**config.mk**
```make
export PLATFORM = sky130hd
export DESIGN_NAME = control_pipe_unit
export DESIGN_NICKNAME = d
export VERILOG_FILES = /design/src/rtl/control_pipe_unit.sv
export SDC_FILE = /design/constraint.sdc
export NUM_CORES = 1
export LEC_CHECK = 0
export ABC_AREA = 1
export BUFFER_PORTS_ARGS = -buffer_cell sky130_fd_sc_hd__buf_2
export CAP_MARGIN = 30
export CORE_MARGIN = 2
export CORE_UTILIZATION = 30
export DETAILED_ROUTE_END_ITERATION = 16
export PLACE_DENSITY = 0.64
export SLEW_MARGIN = 20
export SYNTH_ARGS = -nofsm -noshare
export SYNTH_HDL_FRONTEND = slang
export SYNTH_SLANG_ARGS = --single-unit
```
**constraint.sdc**
```tcl
create_clock -name clk -period 3.1 [get_ports clk]
set_input_delay 0.155 -clock clk [delete_from_list [all_inputs] [get_ports clk]]
set_output_delay 0.155 -clock clk [all_outputs]
set_load 0.01 [all_outputs]
```
**src/rtl/control_pipe_unit.sv**
```systemverilog
// control_pipe_unit
//   Registered RV32I control decoder. It decodes the ID-stage opcode into a
//   5-bit control bundle, then carries bundle, rd and valid through DEPTH
//   control stages (stage 0 = EX). It also detects load-use hazards against
//   the EX instruction and inserts one bubble for each. A global stall
//   freezes every stage, and a branch/jump flush kills the ID instruction.
//
//   Bundle bits: [0] mem_read [1] mem_write [2] reg_write [3] jump [4] branch
//
// Ports
//   clk, rst      rising-edge clock, synchronous active-high reset
//   id_valid      ID holds a real instruction
//   op, rd, rs1, rs2  ID instruction fields
//   stall_in      freeze all stages (flush and hazard are ignored)
//   flush         replace the ID instruction with a bubble
//   hazard_stall  combinational load-use hazard; upstream must hold PC and ID
//   st_valid      per-stage valid, bit k = stage k
//   st_ctrl       per-stage bundle, slice [5k+4:5k] = stage k
//   st_rd         per-stage destination register, slice [RW*k +: RW]
//   st_illegal    stage-0 instruction had an undecodable opcode
//   hazard_cnt, flush_cnt  saturating perf counters (CTRL_PERF_CNT_EN only)
//
// Optional feature macro: CTRL_PERF_CNT_EN enables the perf counters and
// their ports. With the macro undefined, the pipeline behaves identically.
module control_pipe_unit #(
  parameter int DEPTH = 3,
  parameter int RW    = 5,
  parameter int CNT_W = 32
) (
  input  logic               clk,
  input  logic               rst,
  input  logic               id_valid,
  input  logic [6:0]         op,
  input  logic [RW-1:0]      rd,
  input  logic [RW-1:0]      rs1,
  input  logic [RW-1:0]      rs2,
  input  logic               stall_in,
  input  logic               flush,
  output logic               hazard_stall,
  output logic [DEPTH-1:0]   st_valid,
  output logic [5*DEPTH-1:0] st_ctrl,
  output logic [RW*DEPTH-1:0] st_rd,
`ifdef CTRL_PERF_CNT_EN
  output logic [CNT_W-1:0]   hazard_cnt,
  output logic [CNT_W-1:0]   flush_cnt,
`endif
  output logic               st_illegal
);

  localparam logic [6:0] OP_R     = 7'b0110011;
  localparam logic [6:0] OP_I_IMM = 7'b0010011;
  localparam logic [6:0] OP_LUI   = 7'b0110111;
  localparam logic [6:0] OP_AUIPC = 7'b0010111;
  localparam logic [6:0] OP_LOAD  = 7'b0000011;
  localparam logic [6:0] OP_S     = 7'b0100011;
  localparam logic [6:0] OP_B     = 7'b1100011;
  localparam logic [6:0] OP_JAL   = 7'b1101111;
  localparam logic [6:0] OP_JALR  = 7'b1100111;

  logic [DEPTH-1:0]    valid_q,   valid_d;
  logic [5*DEPTH-1:0]  ctrl_q,    ctrl_d;
  logic [RW*DEPTH-1:0] rd_q,      rd_d;
  logic                illegal_q, illegal_d;

  logic [4:0]    dec_ctrl;
  logic          dec_illegal;
  logic [RW-1:0] ex_rd;

  // Decode of the ID instruction. Invalid slots decode to an all-zero bundle.
  always_comb begin
    dec_ctrl    = 5'b00000;
    dec_illegal = 1'b0;
    unique case (op)
      OP_R, OP_I_IMM, OP_LUI, OP_AUIPC: dec_ctrl = 5'b00100;
      OP_LOAD:                          dec_ctrl = 5'b00101;
      OP_S:                             dec_ctrl = 5'b00010;
      OP_B:                             dec_ctrl = 5'b10000;
      OP_JAL, OP_JALR:                  dec_ctrl = 5'b01100;
      default:                          dec_illegal = 1'b1;
    endcase
    // x0 is never written, so reg_write is suppressed for rd == 0.
    if (rd == '0) dec_ctrl[2] = 1'b0;
    if (!id_valid) begin
      dec_ctrl    = 5'b00000;
      dec_illegal = 1'b0;
    end
  end

  // Load-use hazard against EX. The check is conservative: rs2 is compared
  // even for formats that do not read it.
  assign ex_rd = rd_q[RW-1:0];
  assign hazard_stall = id_valid & valid_q[0] & ctrl_q[0] & (ex_rd != '0) &
                        ((ex_rd == rs1) | (ex_rd == rs2));

  // Next-state logic for the stages. Flush and hazard both insert a bubble
  // into stage 0 while the older stages keep shifting.
  always_comb begin
    valid_d   = valid_q;
    ctrl_d    = ctrl_q;
    rd_d      = rd_q;
    illegal_d = illegal_q;
    if (!stall_in) begin
      valid_d   = {valid_q[DEPTH-2:0], 1'b0};
      ctrl_d    = {ctrl_q[5*(DEPTH-1)-1:0], 5'b00000};
      rd_d      = {rd_q[RW*(DEPTH-1)-1:0], {RW{1'b0}}};
      illegal_d = 1'b0;
      if (!flush && !hazard_stall) begin
        valid_d[0]     = id_valid;
        ctrl_d[4:0]    = dec_ctrl;
        rd_d[RW-1:0]   = id_valid ? rd : '0;
        illegal_d      = dec_illegal;
      end
    end
  end

  always_ff @(posedge clk) begin
    if (rst) begin
      valid_q   <= '0;
      ctrl_q    <= '0;
      rd_q      <= '0;
      illegal_q <= 1'b0;
    end else begin
      valid_q   <= valid_d;
      ctrl_q    <= ctrl_d;
      rd_q      <= rd_d;
      illegal_q <= illegal_d;
    end
  end

  assign st_valid   = valid_q;
  assign st_ctrl    = ctrl_q;
  assign st_rd      = rd_q;
  assign st_illegal = illegal_q;

`ifdef CTRL_PERF_CNT_EN
  logic [CNT_W-1:0] hazard_cnt_q, hazard_cnt_d;
  logic [CNT_W-1:0] flush_cnt_q,  flush_cnt_d;

  // Counters saturate at all-ones instead of wrapping.
  always_comb begin
    hazard_cnt_d = hazard_cnt_q;
    flush_cnt_d  = flush_cnt_q;
    if (hazard_stall && !stall_in && !flush && (hazard_cnt_q != '1))
      hazard_cnt_d = hazard_cnt_q + 1'b1;
    if (flush && !stall_in && (flush_cnt_q != '1))
      flush_cnt_d = flush_cnt_q + 1'b1;
  end

  always_ff @(posedge clk) begin
    if (rst) begin
      hazard_cnt_q <= '0;
      flush_cnt_q  <= '0;
    end else begin
      hazard_cnt_q <= hazard_cnt_d;
      flush_cnt_q  <= flush_cnt_d;
    end
  end

  assign hazard_cnt = hazard_cnt_q;
  assign flush_cnt  = flush_cnt_q;
`else
  logic [31:0] cnt_w_unused;
  assign cnt_w_unused = CNT_W;
`endif

endmodule
```
======== Yosys cells after proc, flatten, opt, wreduce, memory -nomap -nowiden ========
Index checks and enable logic that the tools add are counted.
storage, ports and cells
  input bits .............................. 27
  output and inout bits ................... 35
  logic and storage cells ................. 38
  register bits ........................... 34
cells by class
  bitwise operators ....................... 5
  reduce and logical (&&, ||, !) cells .... 8
  mux-type cells .......................... 10
  eq/ne operators ......................... 11
operator list
  kind                  count
  $pmux W5 S5           1
  $eq A7 B6 Y1 const B  3
  $eq A7 B7 Y1 const B  3
  $mux W5               4
  $eq A7 B5 Y1 const B  2
  $eq A5 B5 Y1          2
  $reduce_or A9 Y1      1
  $eq A7 B2 Y1 const B  1
  $logic_not A5 Y1      1
  $mux W1               5
  $reduce_bool A5 Y1    1
  $and A1 B1 Y1         4
  $reduce_or A4 Y1      1
  $logic_not A1 Y1      2
  $reduce_or A2 Y1      1
  $logic_and A1 B1 Y1   1
  $or A1 B1 Y1          1

======== Longest topological paths before layout ========
  word-level depth ........................ 7
  mapped depth ............................ 10
  depth with buffers taken out ............ 9

======== Worst setup path after synthesis ========
Ideal clock, no wire load.
  path type ............................... flip-flop to flip-flop
  start ................................... register rd_q[3] (netlist: st_rd[3])
  end ..................................... register ctrl_q[4] (netlist: st_ctrl[4])
  clock period less this slack ............ 1276 ps
  required time ........................... 2969 ps
  library setup time ...................... 131 ps
  arrival time ............................ 1145 ps
  cell stages (with the launch flop) ...... 11
  path buffers ............................ 1
  setup slack ............................. 1824 ps
  cells stage by stage .................... dfxtp_1 -> inv_1 -> nand2_1 -> nand2_1 -> nor2_1 -> nand3_1 -> nand2_1 -> nand2_2 -> buf_6 -> nand3_1 -> a21oi_2
on the way
  longest elaborated chain between the ends .. 6
  elaborated cells between the ends (all ways) .. 9
  classes of those cells .................. eq/ne (2); mux (1); bitwise (3); reduce/logical (3)
RTL lines
  element                                                    RTL line  text
  start, declared                                            62        logic [RW*DEPTH-1:0] rd_q, rd_d;
  start signal, assigned                                     125       rd_q <= rd_d;
  $eq A5 B5 Y1 / $reduce_bool A5 Y1 (equally long branches)  93, 92
  $or A1 B1 Y1 / $and A1 B1 Y1 (equally long branches)       93, 92
  $and A1 B1 Y1 *                                            92        assign hazard_stall = id_valid & valid_q[0] & ctrl_q[0] & (ex_rd != '0) &
  $logic_not A1 Y1 *                                         107       if (!flush && !hazard_stall) begin
  $logic_and A1 B1 Y1 *                                      107
  $mux W5 *                                                  107
  end signal, assigned                                       124       ctrl_q <= ctrl_d;
  end, declared                                              61        logic [5*DEPTH-1:0] ctrl_q, ctrl_d;
Every way passes the cells marked *; elsewhere a longest branch is shown, timed or not.
A chain may end at the register's enable or synchronous reset.

======== Final worst setup path ========
  start ................................... register rd_q[1] (netlist: st_rd[1])
  end ..................................... output hazard_stall
on the way
  longest elaborated chain between the ends .. 3
  elaborated cells between the ends (all ways) .. 6
  classes of those cells .................. eq/ne (2); bitwise (3); reduce/logical (1)
RTL lines
  element                                                    RTL line  text
  $eq A5 B5 Y1 / $reduce_bool A5 Y1 (equally long branches)  93, 92
  $or A1 B1 Y1 / $and A1 B1 Y1 (equally long branches)       93, 92
  $and A1 B1 Y1 *                                            92
  end, declared                                              39        output logic hazard_stall,
Marked as above.

==> summary.md <==
| Metric | Value |
|---|---|
| Max Cap Viol | 0 |
| Synthesized instance count | 223 |
| Per-cell routed wire length | 10.84 um |
| WL met3 | roughly 250 um |
| Grt total ovfl | 0 |
| Simple-Gate Fraction of Synth Area | 32.42% |
| Num CTS Buffers | 5 |
| Multi-input gate area | 689.4 sq um |
| Pleak | ~0.94 nW |
| Fin nets | approximately 310 |
| Register area | approximately 700 sq um |
| # IOs | a little over 60 |
| Yosys warning count | 0 |
| Largest family of logic cells by synthesized area | simple AND/OR/NAND/NOR gates |
| Synth Area in Adders | 0% |
| Core Region | about 0.0048 sq mm |
| Syn Std Cell Area | 0.001505 sq mm |
| Die W | around 75 um |
| Area Overhead vs Synth | 28.93% |
| Reg power frac | roughly 52% |
| R2R Setup Slk | roughly 1700 ps |
| Rel. slew slack | 48.28% |
| Setup TNS | 0 ps |
| Largest cells by area after synthesis | dfxtp_1 45%, nand2_1 19%, a21oi_1 9.6%, inv_1 5.2%, nor2_1 5.0% |
| Comb power frac | 9.5% |
| # clock sinks | 34 |
| Crit-path max cell delay | between 400 and 500 ps |
| Peak VDD IR | 0.1368 mV |
| Wl on met1 | around 1900 um |
| Clock skew | 4.293 ps |
| Top Layer Used | met4 |
| Largest net degree at the start of global routing | 35 |
| Crit Path Class | reg2out |
| Post-synth top area cell | dfxtp_1 |
| Crit-path cells | inv_1 -> nand2_1 -> nand2_1 -> nor2_1 -> nand3_1 -> nand2_1 -> nand2_2 -> inv_1 -> buf_2 |
| Vias in the first global route | 1266 |
| Final cell count without fillers | 349 |
| RSZ-0062 raised after global routing | false |
| Placed cells | 341 |
| Sw frac | 24.44% |
| HP Class | in2reg |
| Post-synthesis compound-gate area fraction | about an eighth |
| Setup ws final | 1344 ps |
| Global Route Usage Sum | 14.10% |
| Sw Pwr | 0.2122 mW |
| Post-synthesis mux area share | 0% |
| Share of Yosys cell area claimed by the top area cell type | 45.22% |
| Starting DRT DRC Count | 98 |
| Post-synth cell types | 17 |
| Most common cell after layout, fill and taps aside | nand2_1 |
| Worst Hold End | st_rd[2]$_SDFFE_PP0N_ |
| Clock Path Buffers | 2 |
| Commonest non-fill, non-tap cells in the layout | 77 x nand2_1, 61 x buf_2, 34 x dfxtp_1, 29 x a21oi_1, 21 x inv_1 |
| Hold Path Cell Cnt | 3 |
| Placed Area | 0.001849 sq mm |
| FMAX | 569.6 MHz |
| FF-to-FF Start | st_rd[1]$_SDFFE_PP0N_ |
| CP max stage cell | dfxtp_1 |
| Worst slack at placement | 1502 ps |
| Design Power | 0.8680 mW |
| DIE AREA | 0.005600 sq mm |
| TritonCTS clock tree | built |
| Hold_sp | rd[2] |
| Filler instances | 518 |
| Hold slack | between 100 and 150 ps |
| Final wirelength | between 3000 and 4000 um |
| Initial antenna violation count | 0 |
| Final Util | 40.55% |
| Hpwl dp | 2784 um |
| Post-CTS setup buffers | 0 |
| Worst flop-to-flop path endpoint | st_rd[4]$_SDFFE_PP0N_ |
| Worst Setup End Kind | output pin |
| Routed wl met2 | 1628 um |
| Outcome | completed |
| Arr. time, crit path | about 1600 ps |
| Vias per cell | 4.441 |
| First-pass GRT wire length | 5871 um |
| Clock Power Share | 38.5% |
| CTS H-tree depth | 2 |
| Reg2Reg Depth | 9 |
| DRC viols | 0 |
| Clock transition at path regs | 70 ps |
| Clk root buf | clkbuf_8 |
| Sequential share of the synthesized area | a little under half |
| Worst setup SP type | flip-flop |
| Min cycle time layout | 1756 ps |
| Port-buffer cells | slightly above 60 |
| Worst-margin pin slew | 772.9 ps |
| First-pass detailed-route iteration total | 4 |
| Layout cells sized above 1 | 25.53% |
| Std cell rows | 25 |
| Slew Viols, Final | 0 |
| Final instance area | 0.001941 sq mm |
| Post-synthesis xor/xnor area fraction | 1.164% |
| Clock Latency Late Sink | 280 ps |
| Final worst path period share | 56.63% |
| Syn_nets | 250 |
| Final setup fails | 0 |
| Crit path max fanout | 13 |
| CP most frequent cell | nand2_1 |
| Vert. Die Dim | 74.83 um |
| Number of synthesized register bits | 34 |
| Hold buffer count at cts | 0 |
| DR vias | 1550 |
| Initial core utilization | 31.45% |
| Ant diodes | 0 |
| Routability cong. | 0.7471 |
| Final Hold Viols | 0 |
| Average size of a mapped cell | ~6.7 sq um |
| PostCTS Resize Cnt | 0 |
| Pwr Density | 447.3 mW/mm^2 |
| Worst Path Required | 2940 ps |
| DRT antenna net count | 0 |
| Internal power | 0.6558 mW |
how the worst max path moves through the flow:
stage | start | endpoint | depth (start not counted)
after global placement | stall_in | st_ctrl[4]$_SDFFE_PP0N_ | 6
after floorplan | st_rd[3]$_SDFFE_PP0N_ | st_ctrl[4]$_SDFFE_PP0N_ | 10
after global routing | st_rd[1]$_SDFFE_PP0N_ | hazard_stall | 9
final | st_rd[1]$_SDFFE_PP0N_ | hazard_stall | 9
after CTS | st_rd[1]$_SDFFE_PP0N_ | hazard_stall | 9
after detailed placement | stall_in | st_rd[3]$_SDFFE_PP0N_ | 6
power by group through the flow:
stage	sequential [mW]	clock, mW	combinational, mW
after floorplan	0.464	0	0.0446
after global placement	0.461	0	0.0821
after detailed placement	0.461	0	0.0835
after CTS	0.451	0.345	0.0836
after global routing	0.452	0.368	0.0926
final	0.451	0.334	0.0823
area by class of cell:
type | count | area share [%]
Clock buffer | 7 | 4.449
Clock inverter | 1 | 0.2579
Inverter | 22 | 4.255
Multi-Input combinational cell | 156 | 35.53
Sequential cell | 34 | 35.07
Tap cell | 67 | 4.320
Timing Repair Buffer | 62 | 16.12
per-layer routing:
layer,track usage (%),vias to the layer above
met1,19.65,674
li1,-,822
met2,20.37,49
met5,0,-
met4,5.952,0
met3,4.016,5
state kept, by name, summed over array words and instances, names as in the netlist:
| name | count |
|---|---|
| st_illegal | 1 |
| st_ctrl | 15 |
| st_rd | 15 |
| st_valid | 3 |
cells in the mapped netlist (all sizes together):
cell,count
nand2,78
dfxtp,34
a21oi,30
inv,21
nor2,20
nand3,15
clkbuf,9
nor3,5
a211oi,4
buf,2
nand4,2
xnor2,2
clkinv,1
kinds of logic (layout without fill, tap and decap cells):
logic type | count (synthesis) | count (layout)
and+or+nand+nor | 120 | 120
AOI/OAI and AO/OA | 34 | 34
DFF | 34 | 34
buffers and inverters | 33 | 92
xor gates and xnor gates | 2 | 2
critical path, delay by kind of cell (launching register included):
family | cells | cell delay, ps
DFF | 1 | 430
and+or+nand+nor | 6 | 530
buffers and inverters | 3 | 350
No activity file was read; power rests on OpenSTA's default activity.
